## src/rtl/ctrl_pipeline.sv

```systemverilog
// Control-side pipeline registers (ID/EX, EX/MEM, MEM/WB) for the 5-stage core.
// Inserts bubbles on load-use hazards and taken transfers, honours hold and drives the EX forwarding selects.
module ctrl_pipeline #(
   parameter int REG_ADDR_W = 5
) (
   input  logic                  clk,
   input  logic                  reset,
   input  logic                  id_valid,
   input  logic                  id_alu_src,
   input  logic [1:0]            id_wb_data_src,
   input  logic                  id_reg_write,
   input  logic                  id_mem_read,
   input  logic                  id_mem_write,
   input  logic [1:0]            id_alu_op,
   input  logic [1:0]            id_ctrl_transfer,
   input  logic [REG_ADDR_W-1:0] id_rs1,
   input  logic [REG_ADDR_W-1:0] id_rs2,
   input  logic [REG_ADDR_W-1:0] id_rd,
   input  logic                  ex_flush,
   input  logic                  hold,
   output logic                  ex_alu_src,
   output logic [1:0]            ex_alu_op,
   output logic [1:0]            ex_ctrl_transfer,
   output logic                  ex_mem_read,
   output logic                  ex_mem_write,
   output logic [1:0]            ex_wb_data_src,
   output logic                  ex_reg_write,
   output logic [REG_ADDR_W-1:0] ex_rd,
   output logic                  ex_valid,
   output logic                  mem_mem_read,
   output logic                  mem_mem_write,
   output logic [1:0]            mem_wb_data_src,
   output logic                  mem_reg_write,
   output logic [REG_ADDR_W-1:0] mem_rd,
   output logic                  mem_valid,
   output logic [1:0]            wb_wb_data_src,
   output logic                  wb_reg_write,
   output logic [REG_ADDR_W-1:0] wb_rd,
   output logic                  wb_valid,
   output logic [1:0]            forward_a,
   output logic [1:0]            forward_b,
   output logic                  pc_write,
   output logic                  ifid_write,
   output logic                  ifid_flush
);

   localparam logic [REG_ADDR_W-1:0] REG_ZERO = {REG_ADDR_W{1'b0}};

   logic                  ex_alu_src_q, ex_alu_src_d;
   logic [1:0]            ex_alu_op_q, ex_alu_op_d;
   logic [1:0]            ex_ctrl_transfer_q, ex_ctrl_transfer_d;
   logic                  ex_mem_read_q, ex_mem_read_d;
   logic                  ex_mem_write_q, ex_mem_write_d;
   logic [1:0]            ex_wb_data_src_q, ex_wb_data_src_d;
   logic                  ex_reg_write_q, ex_reg_write_d;
   logic [REG_ADDR_W-1:0] ex_rd_q, ex_rd_d;
   logic [REG_ADDR_W-1:0] ex_rs1_q, ex_rs1_d;
   logic [REG_ADDR_W-1:0] ex_rs2_q, ex_rs2_d;
   logic                  ex_valid_q, ex_valid_d;
   logic                  mem_mem_read_q, mem_mem_read_d;
   logic                  mem_mem_write_q, mem_mem_write_d;
   logic [1:0]            mem_wb_data_src_q, mem_wb_data_src_d;
   logic                  mem_reg_write_q, mem_reg_write_d;
   logic [REG_ADDR_W-1:0] mem_rd_q, mem_rd_d;
   logic                  mem_valid_q, mem_valid_d;
   logic [1:0]            wb_wb_data_src_q, wb_wb_data_src_d;
   logic                  wb_reg_write_q, wb_reg_write_d;
   logic [REG_ADDR_W-1:0] wb_rd_q, wb_rd_d;
   logic                  wb_valid_q, wb_valid_d;
   logic                  load_use_s;

   function automatic logic [1:0] fwd_sel(
      input logic [REG_ADDR_W-1:0] rs,
      input logic                  m_rw,
      input logic [REG_ADDR_W-1:0] m_rd,
      input logic                  w_rw,
      input logic [REG_ADDR_W-1:0] w_rd
   );
      if (m_rw && (m_rd != REG_ZERO) && (m_rd == rs)) begin
         return 2'b10;
      end else if (w_rw && (w_rd != REG_ZERO) && (w_rd == rs)) begin
         return 2'b01;
      end else begin
         return 2'b00;
      end
   endfunction

   assign load_use_s = id_valid && ex_valid_q && ex_mem_read_q && (ex_rd_q != REG_ZERO) &&
                       ((ex_rd_q == id_rs1) || (ex_rd_q == id_rs2));

   // Next state: hold freezes everything; otherwise MEM/WB shift and EX takes ID or a bubble.
   always_comb begin
      ex_alu_src_d       = ex_alu_src_q;
      ex_alu_op_d        = ex_alu_op_q;
      ex_ctrl_transfer_d = ex_ctrl_transfer_q;
      ex_mem_read_d      = ex_mem_read_q;
      ex_mem_write_d     = ex_mem_write_q;
      ex_wb_data_src_d   = ex_wb_data_src_q;
      ex_reg_write_d     = ex_reg_write_q;
      ex_rd_d            = ex_rd_q;
      ex_rs1_d           = ex_rs1_q;
      ex_rs2_d           = ex_rs2_q;
      ex_valid_d         = ex_valid_q;
      mem_mem_read_d     = mem_mem_read_q;
      mem_mem_write_d    = mem_mem_write_q;
      mem_wb_data_src_d  = mem_wb_data_src_q;
      mem_reg_write_d    = mem_reg_write_q;
      mem_rd_d           = mem_rd_q;
      mem_valid_d        = mem_valid_q;
      wb_wb_data_src_d   = wb_wb_data_src_q;
      wb_reg_write_d     = wb_reg_write_q;
      wb_rd_d            = wb_rd_q;
      wb_valid_d         = wb_valid_q;
      if (!hold) begin
         mem_mem_read_d    = ex_mem_read_q;
         mem_mem_write_d   = ex_mem_write_q;
         mem_wb_data_src_d = ex_wb_data_src_q;
         mem_reg_write_d   = ex_reg_write_q;
         mem_rd_d          = ex_rd_q;
         mem_valid_d       = ex_valid_q;
         wb_wb_data_src_d  = mem_wb_data_src_q;
         wb_reg_write_d    = mem_reg_write_q;
         wb_rd_d           = mem_rd_q;
         wb_valid_d        = mem_valid_q;
         // A killed, stalled or empty ID slot becomes a bubble, including its source indices.
         if (ex_flush || load_use_s || !id_valid) begin
            ex_alu_src_d       = 1'b0;
            ex_alu_op_d        = 2'b00;
            ex_ctrl_transfer_d = 2'b00;
            ex_mem_read_d      = 1'b0;
            ex_mem_write_d     = 1'b0;
            ex_wb_data_src_d   = 2'b00;
            ex_reg_write_d     = 1'b0;
            ex_rd_d            = REG_ZERO;
            ex_rs1_d           = REG_ZERO;
            ex_rs2_d           = REG_ZERO;
            ex_valid_d         = 1'b0;
         end else begin
            ex_alu_src_d       = id_alu_src;
            ex_alu_op_d        = id_alu_op;
            ex_ctrl_transfer_d = id_ctrl_transfer;
            ex_mem_read_d      = id_mem_read;
            ex_mem_write_d     = id_mem_write;
            ex_wb_data_src_d   = id_wb_data_src;
            ex_reg_write_d     = id_reg_write && (id_rd != REG_ZERO);
            ex_rd_d            = id_rd;
            ex_rs1_d           = id_rs1;
            ex_rs2_d           = id_rs2;
            ex_valid_d         = 1'b1;
         end
      end else begin
         ex_valid_d = ex_valid_q;
      end
   end

   // Stage registers with synchronous active-low clear.
   always_ff @(posedge clk) begin
      if (!reset) begin
         ex_alu_src_q       <= 1'b0;
         ex_alu_op_q        <= 2'b00;
         ex_ctrl_transfer_q <= 2'b00;
         ex_mem_read_q      <= 1'b0;
         ex_mem_write_q     <= 1'b0;
         ex_wb_data_src_q   <= 2'b00;
         ex_reg_write_q     <= 1'b0;
         ex_rd_q            <= REG_ZERO;
         ex_rs1_q           <= REG_ZERO;
         ex_rs2_q           <= REG_ZERO;
         ex_valid_q         <= 1'b0;
         mem_mem_read_q     <= 1'b0;
         mem_mem_write_q    <= 1'b0;
         mem_wb_data_src_q  <= 2'b00;
         mem_reg_write_q    <= 1'b0;
         mem_rd_q           <= REG_ZERO;
         mem_valid_q        <= 1'b0;
         wb_wb_data_src_q   <= 2'b00;
         wb_reg_write_q     <= 1'b0;
         wb_rd_q            <= REG_ZERO;
         wb_valid_q         <= 1'b0;
      end else begin
         ex_alu_src_q       <= ex_alu_src_d;
         ex_alu_op_q        <= ex_alu_op_d;
         ex_ctrl_transfer_q <= ex_ctrl_transfer_d;
         ex_mem_read_q      <= ex_mem_read_d;
         ex_mem_write_q     <= ex_mem_write_d;
         ex_wb_data_src_q   <= ex_wb_data_src_d;
         ex_reg_write_q     <= ex_reg_write_d;
         ex_rd_q            <= ex_rd_d;
         ex_rs1_q           <= ex_rs1_d;
         ex_rs2_q           <= ex_rs2_d;
         ex_valid_q         <= ex_valid_d;
         mem_mem_read_q     <= mem_mem_read_d;
         mem_mem_write_q    <= mem_mem_write_d;
         mem_wb_data_src_q  <= mem_wb_data_src_d;
         mem_reg_write_q    <= mem_reg_write_d;
         mem_rd_q           <= mem_rd_d;
         mem_valid_q        <= mem_valid_d;
         wb_wb_data_src_q   <= wb_wb_data_src_d;
         wb_reg_write_q     <= wb_reg_write_d;
         wb_rd_q            <= wb_rd_d;
         wb_valid_q         <= wb_valid_d;
      end
   end

   // Fetch-side control: hold wins, a taken transfer refetches, a load-use stalls one cycle.
   always_comb begin
      pc_write   = 1'b1;
      ifid_write = 1'b1;
      ifid_flush = 1'b0;
      if (hold) begin
         pc_write   = 1'b0;
         ifid_write = 1'b0;
         ifid_flush = 1'b0;
      end else if (ex_flush) begin
         pc_write   = 1'b1;
         ifid_write = 1'b1;
         ifid_flush = 1'b1;
      end else if (load_use_s) begin
         pc_write   = 1'b0;
         ifid_write = 1'b0;
         ifid_flush = 1'b0;
      end else begin
         pc_write   = 1'b1;
         ifid_write = 1'b1;
         ifid_flush = 1'b0;
      end
   end

   assign forward_a = fwd_sel(ex_rs1_q, mem_reg_write_q, mem_rd_q, wb_reg_write_q, wb_rd_q);
   assign forward_b = fwd_sel(ex_rs2_q, mem_reg_write_q, mem_rd_q, wb_reg_write_q, wb_rd_q);

   assign ex_alu_src       = ex_alu_src_q;
   assign ex_alu_op        = ex_alu_op_q;
   assign ex_ctrl_transfer = ex_ctrl_transfer_q;
   assign ex_mem_read      = ex_mem_read_q;
   assign ex_mem_write     = ex_mem_write_q;
   assign ex_wb_data_src   = ex_wb_data_src_q;
   assign ex_reg_write     = ex_reg_write_q;
   assign ex_rd            = ex_rd_q;
   assign ex_valid         = ex_valid_q;
   assign mem_mem_read     = mem_mem_read_q;
   assign mem_mem_write    = mem_mem_write_q;
   assign mem_wb_data_src  = mem_wb_data_src_q;
   assign mem_reg_write    = mem_reg_write_q;
   assign mem_rd           = mem_rd_q;
   assign mem_valid        = mem_valid_q;
   assign wb_wb_data_src   = wb_wb_data_src_q;
   assign wb_reg_write     = wb_reg_write_q;
   assign wb_rd            = wb_rd_q;
   assign wb_valid         = wb_valid_q;

endmodule

```

## config.mk

```make
export PLATFORM = sky130hd
export DESIGN_NAME = ctrl_pipeline
export DESIGN_NICKNAME = d
export VERILOG_FILES = /design/src/rtl/ctrl_pipeline.sv
export SDC_FILE = /design/constraint.sdc
export NUM_CORES = 1
export LEC_CHECK = 0
export ABC_AREA = 1
export BUFFER_PORTS_ARGS = -buffer_cell sky130_fd_sc_hd__buf_2
export CORE_MARGIN = 2
export CORE_UTILIZATION = 35
export DETAILED_ROUTE_END_ITERATION = 10
export PLACE_DENSITY = 0.59
export RECOVER_POWER = 100
export SETUP_SLACK_MARGIN = 0.2
export SYNTH_ARGS = -nofsm -noshare
export SYNTH_HDL_FRONTEND = slang
export SYNTH_SLANG_ARGS = --single-unit
```

## constraint.sdc

```tcl
create_clock -name clk -period 1.2 [get_ports clk]
set_input_delay 0.18 -clock clk [delete_from_list [all_inputs] [get_ports clk]]
set_output_delay 0.18 -clock clk [all_outputs]
set_load 0.01 [all_outputs]
```

==> summary.txt <==
Timing
  • RSZ-0062 raised after global routing: true
  • Final hold slack: 0.116 ns
  • # setup viols final: 34
  • Tightest Pin Transition: 0.458 ns
  • Tmin final: 1.64 ns
  • Max-slew violation count: 0
  • Skew final: 0.00686 ns
  • Setup slack after layout: -0.437 ns
  • Fin crit share: 1.36
  • FMAX: 611 MHz
  • Worst relative slew slack: 0.694
  • Fin. Hold Viols: 0

Synth
  • Number of synthesized flops with an enable pin: 0
  • Cells after synthesis: 298
  • Mean area per synthesized cell: 7.83 µm²
  • Warnings, synthesis: 0
  • Top-area cell type share of the netlist area: 0.395
  • Synth Cell Area: 0.00233 mm²
  • Ys async rst share: 0
  • Syn nets: 328
  • Synth cell count leaders: 53 x nor2_1, 52 x nand2_1, 46 x dfxtp_1
  • Cell variety after synth: 25
  • Yosys top cell by area: dfxtp_1
  • Seq/Total Area, Yosys: 0.395
  • Ys flop type: dfxtp_1
  • Seq cells post-synth: 46
  • Top cells by area, synth: dfxtp_1 39%, nor2_1 8.5%, nand2_1 8.4%
  • Most frequent cell after synthesis: nor2_1

Die
  • Initial Util: 0.365
  • I/O Pins: 73
  • Die Span Y: 85.7 µm
  • Core footprint: 0.00639 mm²
  • Row cnt: 29
  • Die area: 0.00734 mm²
  • Chip Width: 85.7 µm

Outcome
  • Status: finished with violations
  • Violated checks: setup timing

Global route
  • Number of global-route vias before repair: 2217
  • Total track usage: 0.183
  • Initial antenna violation count: 0
  • Largest net degree at the start of global routing: 27
  • First-pass GRT wire length: 10700 µm
  • Congestion Overflow GR: 0

Worst setup path
  • CP endpoint kind: output port
  • Flop2flop setup slack: -0.43 ns
  • Worst EP required: 1.02 ns
  • RR Endpoint: ex_rs2_q[2]
  • Crit path DAT: 1.46 ns
  • CP max FO: 7
  • Crit Path Class: reg -> out
  • FF-to-FF path depth: 12
  • CP startpoint kind: flop
  • R2r startpoint: ex_rd[0]
  • Critical path origin: ex_rd[0]

Detailed routing
  • WL/cell: 14.2 µm
  • Via count: 2353
  • Routed Wire Length: 7030 µm
  • Post-route DRC: 0
  • Initial DRC count: 70
  • Via density: 4.76
  • Post-route ant nets: 0
  • First drt pass iteration count: 4

Clock tree
  • Worst skew pair latency: 0.30 ns
  • CTS max path bufs: 2
  • CTS root buf: clkbuf_8
  • Num CTS Buffers: 5
  • Cts hold-fix bufs: 0
  • CTS H-tree depth: 2
  • Clock Pin Slew Worst Setup and Hold Paths: 0.09 ns
  • CTS tree: yes
  • Clock Sinks: 46

Placement
  • Hpwl dp: 4620 µm
  • Placed instance count: 472
  • # port buffers: 72
  • GPL Wtd Cong: 0.860
  • Post-place setup slack: -0.183 ns

Power and ir drop
  • PD cells: 940 mW/mm²
  • VDD IR max: 0.588 mV
  • P_leak: 1.53 nW
  • Final Power: 3.56 mW

Layout
  • Non-Filler Instances: 494
  • Post-layout util: 0.592
  • Final net count: 446
  • Area Growth Syn to Fin: 62.1%
  • FF+latch area: 992 µm²
  • Fillers: 588
  • Area of the multi-input gates: 0.00155 mm²
  • Share of cells above drive strength 1: 0.532
  • ANT cells: 0

Job
  • Max_cap viols: 0

Worst hold path
  • Hold path endpoint: ex_alu_src
  • Hold Path Depth: 3
  • Hold path start: id_alu_src
  • HP Class: in -> reg
-- cell families (layout without fill, tap and decap cells) --
logic type / after synthesis / count (layout) / share of synthesized area
AND/OR/NAND/NOR: 146 / 146 / 0.305
AO/OA/AOI/OAI: 52 / 52 / 0.144
flip-flops: 46 / 46 / 0.395
buffers and inverters: 32 / 151 / 0.0740
XOR/XNOR: 22 / 22 / 0.0826
-- cell type report --
| class | instances | share of cell area |
|---|---|---|
| tap | 77 | 0.0255 |
| multi-input combinational | 220 | 0.409 |
| clock buffer | 7 | 0.0314 |
| timing repair buffer | 127 | 0.253 |
| sequential | 46 | 0.262 |
| inverter | 16 | 0.0169 |
| clock inverter | 1 | 0.00231 |
-- routing by layer --
| layer | wire, µm | part of all wire | global-route usage |
|---|---|---|---|
| met2 | 3330 | 0.47 | 0.289 |
| met5 | 0 | 0 | 0 |
| met3 | 260 | 0.037 | 0.0356 |
| met1 | 3310 | 0.47 | 0.255 |
| met4 | 137 | 0.019 | 0.0491 |
-- how the worst max path moves through the flow --
| stage | endpoint | slack (ns) | cells past startpoint |
|---|---|---|---|
| floorplan | ex_rd[4] | -0.07 | 10 |
| global placement | ex_rs1_q[2] | -0.15 | 10 |
| detailed placement | ex_rs2_q[0] | -0.18 | 10 |
| CTS | ifid_write | -0.44 | 7 |
| global route | forward_b[0] | -0.52 | 5 |
| finish | ifid_write | -0.44 | 8 |
-- flip-flops by register name (all words and copies together), names as in the netlist --
signal,cells
ex_alu_op,2
ex_alu_src,1
ex_ctrl_transfer,2
ex_mem_read,1
ex_mem_write,1
ex_rd,5
ex_reg_write,1
ex_rs1_q,5
ex_rs2_q,5
ex_valid,1
ex_wb_data_src,2
mem_mem_read,1
mem_mem_write,1
mem_rd,5
mem_reg_write,1
mem_valid,1
mem_wb_data_src,2
wb_rd,5
wb_reg_write,1
wb_valid,1
wb_wb_data_src,2
-- report_power, final --
group          internal [mW]  total, mW  switching [mW]  leakage [nW]
clock network          0.668       1.24           0.568        0.0647
registers               1.56       1.63          0.0696         0.390
logic                  0.333      0.686           0.354          1.08
total                   2.56       3.56           0.991          1.53
-- worst max-delay path, cell delays in order, from the launching register on --
cell and delay [ns]:
dfxtp_4 0.40, nand2_4 0.08, inv_4 0.03, nor2_4 0.09
nor2_1 0.05, nand3_1 0.09, nand2_2 0.09, a31oi_4 0.15
buf_2 0.16
-- repair_timing --
item	CTS	global route
endpoints found under the hold margin	0	0
resized for setup	62	70
pin swaps	11	25
endpoints found under the setup margin	53	58
cloned	0	3
setup buffers	5	6
-- stage by stage --
stage / setup TNS (ns) / cell area (µm²)
6_report: -11.98 / 3780
5_1_grt: -14.84 / 3780
4_1_cts: -11.76 / 3490
3_5_place_dp: -4.82 / 3090
3_3_place_gp: -4.00 / 3090
2_1_floorplan: -1.35 / 2410
-- layout by cell type, fill, tap and decap left out, drive strengths merged --
cell	count
buf	100
nand2	55
nor2	54
dfxtp	46
clkbuf	34
a21oi	29
nand3	28
o21ai	22
xnor2	17
inv	14
xor2	5
nand4	4
nor3	4
clkinv	3
nor4	1
a31oi	1
No activity file was read; power rests on OpenSTA's default activity.
